==> config.mk <==
export PLATFORM = sky130hd
export DESIGN_NAME = int_ctrl
export DESIGN_NICKNAME = d
export VERILOG_FILES = /design/src/rtl/int_ctrl_pkg.sv /design/src/rtl/int_sync_edge.sv /design/src/rtl/int_ctrl.sv
export SDC_FILE = /design/constraint.sdc
export NUM_CORES = 1
export LEC_CHECK = 0
export BUFFER_PORTS_ARGS = -buffer_cell sky130_fd_sc_hd__buf_2
export CAP_MARGIN = 20
export CORE_UTILIZATION = 32
export DETAILED_ROUTE_END_ITERATION = 10
export SYNTH_ARGS = -nofsm -noshare
export SYNTH_HDL_FRONTEND = slang
export SYNTH_SLANG_ARGS = --single-unit
export TNS_END_PERCENT = 1
==> constraint.sdc <==
create_clock -name clk -period 1.5 [get_ports clk]
set_input_delay 0.15 -clock clk [delete_from_list [all_inputs] [get_ports clk]]
set_output_delay 0.15 -clock clk [all_outputs]
set_load 0.1 [all_outputs]
==> src/rtl/int_ctrl_pkg.sv <==
// Shared definitions for the interrupt controller: register map, FSM states, STATUS layout.
// Latency: n/a (types and constants only).
// Backpressure: n/a.
package int_ctrl_pkg;

   // Register select values on cfg_addr
   localparam logic [1:0] INT_REG_PENDING = 2'd0;
   localparam logic [1:0] INT_REG_MASK    = 2'd1;
   localparam logic [1:0] INT_REG_STATUS  = 2'd2;
   localparam logic [1:0] INT_REG_SWSET   = 2'd3;

   // Handshake FSM; encoding 2'd3 is unused and recovers to idle
   typedef enum logic [1:0] {
      INT_S_IDLE    = 2'd0,
      INT_S_REQ     = 2'd1,
      INT_S_SERVICE = 2'd2
   } int_state_e;

   // STATUS register word: {25'b0, state[1:0], vec[4:0]}
   typedef struct packed {
      logic [24:0] rsvd;
      logic [1:0]  state;
      logic [4:0]  vec;
   } int_status_t;

endpackage

==> src/rtl/int_sync_edge.sv <==
// One interrupt source: SYNC_STAGES-flop synchroniser followed by a rising-edge detector.
// Latency: edge_o pulses for one cycle SYNC_STAGES edges after src_i rises.
// Backpressure: none; every synchronised rising edge yields exactly one pulse.
module int_sync_edge #(
   parameter int SYNC_STAGES = 2
) (
   input  logic clk,
   input  logic rst,
   input  logic src_i,
   output logic edge_o
);

   logic [SYNC_STAGES-1:0] sync_q;
   logic                   prev_q;

   // Shift the raw source through the synchroniser and remember the last synced level
   always_ff @(posedge clk or negedge rst) begin
      if (!rst) begin
         sync_q <= '0;
         prev_q <= 1'b0;
      end else begin
         sync_q <= {sync_q[SYNC_STAGES-2:0], src_i};
         prev_q <= sync_q[SYNC_STAGES-1];
      end
   end

   assign edge_o = sync_q[SYNC_STAGES-1] & ~prev_q;

endmodule

==> src/rtl/int_ctrl.sv <==
// Interrupt controller: sync/edge-detect sources, pending+mask, select one, req/ack/done handshake to the core.
// Latency: source edge to PENDING SYNC_STAGES+1 edges; nonzero candidates in idle to ir_req 1 cycle.
// Backpressure: ir_req held until ir_ack; no new request until ir_done. INT_RR_EN selects round-robin arbitration.
module int_ctrl
   import int_ctrl_pkg::*;
#(
   parameter int N_SRC       = 4,
   parameter int SYNC_STAGES = 2
) (
   input  logic             clk,
   input  logic             rst,
   input  logic [N_SRC-1:0] src_i,
   output logic             ir_req,
   output logic [4:0]       ir_vec,
   input  logic             ir_ack,
   input  logic             ir_done,
   input  logic             cfg_wen,
   input  logic [1:0]       cfg_addr,
   input  logic [31:0]      cfg_wdata,
   output logic [31:0]      cfg_rdata
);

   logic [N_SRC-1:0] edge_w;
   logic [N_SRC-1:0] wdata_w;
   logic [N_SRC-1:0] cand_w;
   logic [31:0]      unused_wdata;

   logic [N_SRC-1:0] pend_q, pend_d;
   logic [N_SRC-1:0] mask_q, mask_d;
   int_state_e       state_q, state_d;
   logic [4:0]       vec_q, vec_d;
   int_status_t      status_w;

   // Register bits at and above N_SRC are dropped here
   assign wdata_w      = cfg_wdata[N_SRC-1:0];
   assign unused_wdata = cfg_wdata;

   genvar g;
   generate
      for (g = 0; g < N_SRC; g++) begin : g_src
         int_sync_edge #(.SYNC_STAGES(SYNC_STAGES)) u_sync (
            .clk    (clk),
            .rst    (rst),
            .src_i  (src_i[g]),
            .edge_o (edge_w[g])
         );
      end
   endgenerate

   assign cand_w = pend_q & mask_q;

`ifdef INT_RR_EN
   logic [4:0] last_q, last_d;

   // Round-robin: search starts just after the last granted index and wraps
   function automatic logic [4:0] pick_src(input logic [N_SRC-1:0] c, input logic [4:0] last);
      logic [4:0] r;
      logic       hit;
      int         idx;
      r   = '0;
      hit = 1'b0;
      for (int k = 0; k < N_SRC; k++) begin
         idx = (int'(last) + 1 + k) % N_SRC;
         if (!hit && c[idx]) begin
            r   = 5'(idx);
            hit = 1'b1;
         end
      end
      return r;
   endfunction

   // Remember the most recently acknowledged source
   always_comb begin
      last_d = last_q;
      if (state_q == INT_S_REQ && ir_ack) last_d = vec_q;
   end

   // Last-grant register
   always_ff @(posedge clk or negedge rst) begin
      if (!rst) last_q <= '0;
      else      last_q <= last_d;
   end
`else
   // Fixed priority: the lowest set index wins
   function automatic logic [4:0] pick_src(input logic [N_SRC-1:0] c);
      logic [4:0] r;
      r = '0;
      for (int i = N_SRC - 1; i >= 0; i--) begin
         if (c[i]) r = 5'(i);
      end
      return r;
   endfunction
`endif

   // Handshake FSM next state; the request, once latched, is not withdrawn by mask/clear
   always_comb begin
      state_d = state_q;
      vec_d   = vec_q;
      case (state_q)
         INT_S_IDLE: begin
            if (|cand_w) begin
`ifdef INT_RR_EN
               vec_d = pick_src(cand_w, last_q);
`else
               vec_d = pick_src(cand_w);
`endif
               state_d = INT_S_REQ;
            end
         end
         INT_S_REQ: begin
            if (ir_ack) state_d = INT_S_SERVICE;
         end
         INT_S_SERVICE: begin
            if (ir_done) state_d = INT_S_IDLE;
         end
         default: state_d = INT_S_IDLE;
      endcase
   end

   // PENDING/MASK next state: clears first, then sets so a simultaneous set wins
   always_comb begin
      pend_d = pend_q;
      mask_d = mask_q;
      if (cfg_wen && cfg_addr == INT_REG_PENDING) pend_d = pend_d & ~wdata_w;
      if (state_q == INT_S_REQ && ir_ack) begin
         for (int i = 0; i < N_SRC; i++) begin
            if (vec_q == 5'(i)) pend_d[i] = 1'b0;
         end
      end
      pend_d = pend_d | edge_w;
      if (cfg_wen && cfg_addr == INT_REG_SWSET) pend_d = pend_d | wdata_w;
      if (cfg_wen && cfg_addr == INT_REG_MASK)  mask_d = wdata_w;
   end

   // State, vector and register file
   always_ff @(posedge clk or negedge rst) begin
      if (!rst) begin
         state_q <= INT_S_IDLE;
         vec_q   <= '0;
         pend_q  <= '0;
         mask_q  <= '0;
      end else begin
         state_q <= state_d;
         vec_q   <= vec_d;
         pend_q  <= pend_d;
         mask_q  <= mask_d;
      end
   end

   assign ir_req = (state_q == INT_S_REQ);
   assign ir_vec = vec_q;

   // Combinational register read of pre-edge values
   always_comb begin
      status_w       = '0;
      status_w.state = state_q;
      status_w.vec   = vec_q;
      cfg_rdata      = '0;
      case (cfg_addr)
         INT_REG_PENDING: cfg_rdata = 32'(pend_q);
         INT_REG_MASK:    cfg_rdata = 32'(mask_q);
         INT_REG_STATUS:  cfg_rdata = status_w;
         default:         cfg_rdata = '0;
      endcase
   end

endmodule
==> results of run 1 <==
[cells by family after synthesis]
group	Yosys count	share of synthesized area [%]
simple gates	26	13.17
buf+inv	31	18.62
flops	24	49.38
other cells	1	0.3083
compound gates	17	10.70
mux	9	7.819
[layer usage]
metal  global-route usage [%]  vias up  share of wire, %
met3                    3.986        5               6.4
li1                         -      379                 -
met2                    19.55       42                51
met1                    13.83      388                41
met5                        0        -                 0
met4                    5.682        0               1.7
[critical path, stage by stage (launching register included)]
cell and delay, ps:
dfrtp_1 390, nand3b_1 220, or3b_1 410, a221o_1 300
[area by class of cell]
| cell class | count | area [µm²] |
|---|---|---|
| multi-input cells | 81 | 504.2 |
| clock inverters | 1 | 30.03 |
| clock buffers | 3 | 41.29 |
| flip-flops and latches | 24 | 600.6 |
| inverters | 1 | 3.754 |
| repair buffers | 30 | 255.2 |
| fillers | 349 | 2166 |
| well taps | 48 | 60.06 |
[synthesized netlist by cell type, drive strengths merged (2+ instances only)]
library cell / n
buf: 30
dfrtp: 24
a221o: 5
mux2i: 5
nand2: 5
nor2b: 5
a21boi: 4
mux2: 4
nor2: 3
o21ai: 3
a21oi: 2
and2: 2
nand3b: 2
or3b: 2
[cells in the final DEF, fill, tap and decap left out]
cell type      netlist  layout
bufinv_16            0       1
dlygate4sd3_1        0       5
clkbuf_8             0       3
nor2_2               0       1
a2bb2oi_1            1       1
mux2_2               4       4
or2b_1               1       1
conb_1               1      29
or3b_1               2       2
a21boi_0             3       3
or3_1                1       1
nor3_1               1       1
nand2_1              5       5
a221o_1              5       5
buf_4               29       2
and2_2               1       1
o21ai_2              0       2
a22oi_1              1       1
o21ai_0              3       1
mux2i_1              5       5
a21oi_1              2       2
dfrtp_1             24      24
nor3b_2              1       1
a31o_2               1       1
nor2b_1              5       5
and2_1               1       1
buf_2                1      18
nand4_1              1       1
nor2_1               3       2
and2b_2              1       1
buf_12               0       5
and3_1               1       1
a21boi_1             1       1
inv_1                1       1
nand3b_1             2       2
[state kept, by name, indices dropped and copies added, names as in the netlist]
register,cells
g_src.u_sync.sync_q,8
g_src.u_sync.prev_q,4
mask_q,4
pend_q,4
ir_vec,2
state_q,2
[power groups by stage]
stage / Sequential, mW / Clock, mW / Combinational, mW
5_1_grt: 0.911 / 0.607 / 1.62
3_3_place_gp: 0.888 / 0 / 1.53
4_1_cts: 0.884 / 0.580 / 1.56
3_5_place_dp: 0.897 / 0 / 1.55
6_report: 0.887 / 0.559 / 1.55
2_1_floorplan: 1.06 / 0 / 1.06
[final timing paths]
| check | startpoint | end | slack [ps] | depth (start not counted) |
|---|---|---|---|---|
| min in group asynchronous | rst | g_src[3].u_sync.prev_q$_DFF_PN0_ | 380 | 2 |
| worst max register to register | state_q[1]$_DFFE_PN0P_ | pend_q[1]$_DFF_PN0_ | 70 | 3 |
| worst min-delay path | ir_done | state_q[1]$_DFFE_PN0P_ | 130 | 3 |
| max in group asynchronous | rst | pend_q[2]$_DFF_PN0_ | 770 | 2 |
| worst min register to register | g_src[1].u_sync.sync_q[0]$_DFF_PN0_ | g_src[1].u_sync.sync_q[1]$_DFF_PN0_ | 350 | 0 |
| worst max-delay path | state_q[1]$_DFFE_PN0P_ | pend_q[1]$_DFF_PN0_ | 70 | 3 |
[repair_timing]
| action | 4_1_cts | 5_1_grt |
|---|---|---|
| endpoints found under the hold margin | 28 | 0 |
| hold buffers | 5 | 0 |
| setup endpoints to repair | 0 | 1 |
==> flow_summary_export.csv, run 1 <==
group,metric,value,unit
place,dp_hpwl,1.607,mm
clocking,cts_buffers,3,
sta,fmax,697.0,MHz
pwr,leakagePower,0.7099,nW
synth,async_reset_ff_share,100.0,%
pwr,p_per_area,2006,nW/µm²
clocking,h-tree-depth,1,
sta,fin_crit_sh,95.65,%
die,die_area,4051,µm²
final_layout,n_antenna_cell,0,
place,portBuffers,23,
sta,slew_headroom,65.32,%
detailed_routing,drt_iter0_drc,39,
clocking,cts_sinks,24,
global_routing,antenna_found_initial,0,
detailed_routing,vias,814,
synth,yosysTopAreaCell,"dfrtp_1",
pwr,switching_share,47.87,%
job,drv_cap,0,
synth,syn_area_per_cell,11.26,µm²
sta,layout_setup_ws,65.23,ps
clocking,cts_resized,0,
pwr,seq_power_share,29.6,%
pwr,p_comb_share,51.8,%
sta,final_hold_viol_count,0,
pwr,p_clk_share,18.6,%
place,routabilityCongestion,0.7715,
min_path,hold_path.class,"in2reg",
sta,setup_viol,0,
synth,syn_area,1216,µm²
critical_path,cp-end-kind,"flip-flop",
die,io_pins,81,
synth,synth_cells,108,
detailed_routing,routed_wl,2.073,mm
final_layout,synthToLayoutAreaGrowth,22.94,%
synth,ys_ff_latch,24,
synth,synth_warnings,0,
die,die_x,63.65,µm
die,num_rows,22,
clocking,clock-root-buffer,"clkbuf_8",
sta,tightest_slew,520.2,ps
synth,ys_types,29,
clocking,clockBufferDepth,2,
global_routing,grt_pass1_vias,790,
sta,period_needed,1435,ps
detailed_routing,drc,0,
synth,yosysSeqAreaShare,49.38,%
critical_path,worst_ep_required_time,1650,ps
place,place_area,1374,µm²
die,start_util,33.22,%
die,fp.dieH,63.65,µm
synth,synthFlopType,"dfrtp_1",
final_layout,final_cells,188,
critical_path,critical_path_class,"reg2reg",
place,dpl.cell_count,179,
die,core,3661,µm²
detailed_routing,final_antenna_net_count,0,
sta,timing.hold.ws,128.7,ps
clocking,tritoncts,"yes",
sta,drv_slew,0,
final_layout,design_area,1495,µm²
pwr,internal_power,1.564,mW
outcome,status,"complete, no violations",
synth,synth.area.top_cells,"dfrtp_1 (49%), buf_4 (18%), a221o_1 (4.1%)",
detailed_routing,wl_per_cell,11.03,µm
pwr,total_power,3.000,mW
global_routing,grt_pass1_wl,3.643,mm
synth,synth_top_area_share,49.38,%
place,pre_cts_ws,88.23,ps
clocking,clk_pin_slew,80,ps
global_routing,track_usage,11.92,%
final_layout,postLayoutCoreUtil,40.84,%
detailed_routing,viasPerCell,4.330,
synth,synth_edf_count,0,
global_routing,grt-ovfl-total,0,
detailed_routing,drtPass1Iterations,4,
sta,finClkSkew,2.538,ps
pwr,p_sw,1.436,mW
critical_path,cp.arrival,1590,ps
sta,rsz0062_at_grt,"yes",
pwr,vdd_drop_max,0.7188,mV
clocking,clock_latency,270,ps
critical_path,worstPathMaxFanout,4,
final_layout,drive_above_1_share,28.57,%
critical_path,cp-start-kind,"flip-flop",
global_routing,grt_max_degree,25,
sta,fin_tns_setup,0,ps
clocking,cts_setup_buffers,0,
final_layout,fin_nets,184,
Note: power is estimated with default switching activity, not from simulation.
==> run 2, diff against run 1 <==
--- a/config.mk
+++ b/config.mk
@@ -7,8 +7,10 @@
 export LEC_CHECK = 0
 export BUFFER_PORTS_ARGS = -buffer_cell sky130_fd_sc_hd__buf_2
 export CAP_MARGIN = 20
+export CORE_ASPECT_RATIO = 0.6
 export CORE_UTILIZATION = 32
 export DETAILED_ROUTE_END_ITERATION = 10
+export PLACE_DENSITY = 0.65
 export SYNTH_ARGS = -nofsm -noshare
 export SYNTH_HDL_FRONTEND = slang
 export SYNTH_SLANG_ARGS = --single-unit
==> run 2 against run 1 <==
Wire length rose by 4.8%. Register-to-register slack barely moved. Via count fell by 1.6%. Power rose by 0.60%. Clock-buffer cell count did not move. Worst hold slack got worse by 5.1 ps. Core utilization rose by 2.6 points. Sequential share of layout area barely moved. Sequential power barely moved. Non-clock buffer count did not move. Final area barely moved. Final cell count fell by 1.6%.
==> flow_summary_export.csv, run 2 (synthesis gave the netlist of run 1 again) <==
group,metric,value,unit
place,routabilityCongestion,0.8054,
clocking,clk_pin_slew,80,ps
global_routing,grt_pass1_vias,721,
final_layout,fin_nets,184,
die,num_rows,16,
place,place_area,1370,µm²
sta,layout_setup_ws,55.29,ps
final_layout,layout.cells.most_common,"conb_1",
clocking,clock_latency,270,ps
pwr,leakagePower,0.7102,nW
detailed_routing,vias,801,
final_layout,final_cell_mix,"conb_1 (29), dfrtp_1 (24), buf_2 (16)",
place,portBuffers,23,
die,fp.dieH,49.75,µm
sta,period_needed,1445,ps
critical_path,worst_ep_required_time,1650,ps
critical_path,crit_path_start,"state_q[1]$_DFFE_PN0P_",
sta,drv_slew,0,
final_layout,fillCellCount,325,
sta,tightest_slew,512.1,ps
clocking,h-tree-depth,1,
final_layout,design_area,1496,µm²
sta,fmax,692.2,MHz
clocking,clockBufferDepth,2,
detailed_routing,drt_iter0_drc,50,
clocking,cts_buffers,3,
critical_path,cp-end-kind,"flip-flop",
detailed_routing,drc,0,
clocking,tritoncts,"yes",
sta,finClkSkew,2.653,ps
min_path,hold_path.class,"in2reg",
place,pre_cts_ws,89.38,ps
min_path,hp-start,"ir_done",
sta,setup_viol,0,
global_routing,grt_max_degree,25,
outcome,status,"complete, no violations",
clocking,clock-root-buffer,"clkbuf_8",
global_routing,track_usage,11.73,%
sta,timing.hold.ws,123.5,ps
die,die_area,4059,µm²
final_layout,synthToLayoutAreaGrowth,23.05,%
pwr,vdd_drop_max,0.9914,mV
global_routing,grt-ovfl-total,0,
pwr,p_per_area,2017,nW/µm²
final_layout,n_antenna_cell,0,
critical_path,critical_path_class,"reg2reg",
critical_path,worstPathMaxFanout,4,
die,core,3443,µm²
critical_path,cp.arrival,1600,ps
detailed_routing,drtPass1Iterations,4,
critical_path,cp-start-kind,"flip-flop",
job,drv_cap,0,
final_layout,register_area,600.6,µm²
sta,slew_headroom,65.86,%
die,start_util,35.32,%
detailed_routing,viasPerCell,4.330,
detailed_routing,final_antenna_net_count,0,
die,die_x,81.59,µm
place,dp_hpwl,1.706,mm
critical_path,r2r-start,"state_q[1]$_DFFE_PN0P_",
clocking,cts_setup_buffers,0,
sta,rsz0062_at_grt,"no",
clocking,cts_sinks,24,
die,io_pins,81,
final_layout,drive_above_1_share,28.57,%
sta,final_hold_viol_count,0,
detailed_routing,routed_wl,2.172,mm
final_layout,largest_register_ffs,8,
global_routing,grt_pass1_wl,3.456,mm
final_layout,multi_input_area,504.2,µm²
final_layout,top_register,"g_src.u_sync.sync_q",
global_routing,antenna_found_initial,0,
detailed_routing,wl_per_cell,11.74,µm
sta,fin_crit_sh,96.31,%
[run 2: cell types whose count changed in the layout (fill, tap and decap cells not counted)]
cell,before,now
clkbuf_4,0,2
buf_2,18,16
[run 2: timing repair]
action,CTS,global route
hold buffers,5,0
hold endpoints to repair,28,0
setup endpoints to repair,0,2
gates resized for setup,0,2
[run 2: final cells by class]
type / count / area share, %
Tap cell: 45 / 3.763
Timing Repair Buffer: 30 / 17.39
Clock inverter: 1 / 2.007
Sequential cell: 24 / 40.13
Inverter: 1 / 0.2508
Clock buffer: 3 / 2.759
Multi-Input combinational cell: 81 / 33.70
[run 2: path summary, 6_finish.rpt]
kind                                                  endpoint  cells past startpoint  slack, ps
min in group asynchronous                mask_q[2]$_DFFE_PN0P_                      2        380
max in group asynchronous                mask_q[3]$_DFFE_PN0P_                      2        780
min reg2reg                g_src[0].u_sync.sync_q[1]$_DFF_PN0_                      0        350
max reg2reg                                pend_q[2]$_DFF_PN0_                      3         60
min                                     state_q[1]$_DFFE_PN0P_                      3        120
max                                        pend_q[2]$_DFF_PN0_                      3         60
[run 2: per-layer routing]
metal / up-vias / track usage, % / part of all wire, %
met3: 2 / 4.630 / 9.3
met5: - / 0 / 0
met4: 0 / 2.632 / 0.46
met1: 381 / 16.16 / 45
met2: 34 / 17.22 / 45
li1: 384 / - / -
[run 2: through the flow]
stage / std cells / total power, mW / setup TNS, ps / utilization (%)
global placement: 176 / 2.421 / 0 / 39.79
detailed placement: 176 / 2.452 / 0 / 39.79
finish: 185 / 3.018 / 0 / 43.46
global route: 185 / 3.155 / 0 / 43.46
CTS: 185 / 3.031 / 0 / 43.31
floorplan: 136 / 2.125 / -1559 / -
[run 2: critical path: stages (launching register included)]
cell and delay, ps:
dfrtp_1 380, nand3b_1 210, or3b_1 400, a221o_1 330
[run 2: where the power goes]
| group | switching (mW) | total (mW) | internal (mW) |
|---|---|---|---|
| clock | 0.205 | 0.562 | 0.357 |
| combinational | 1.13 | 1.57 | 0.442 |
| sequential | 0.116 | 0.886 | 0.770 |
| total | 1.45 | 3.02 | 1.57 |
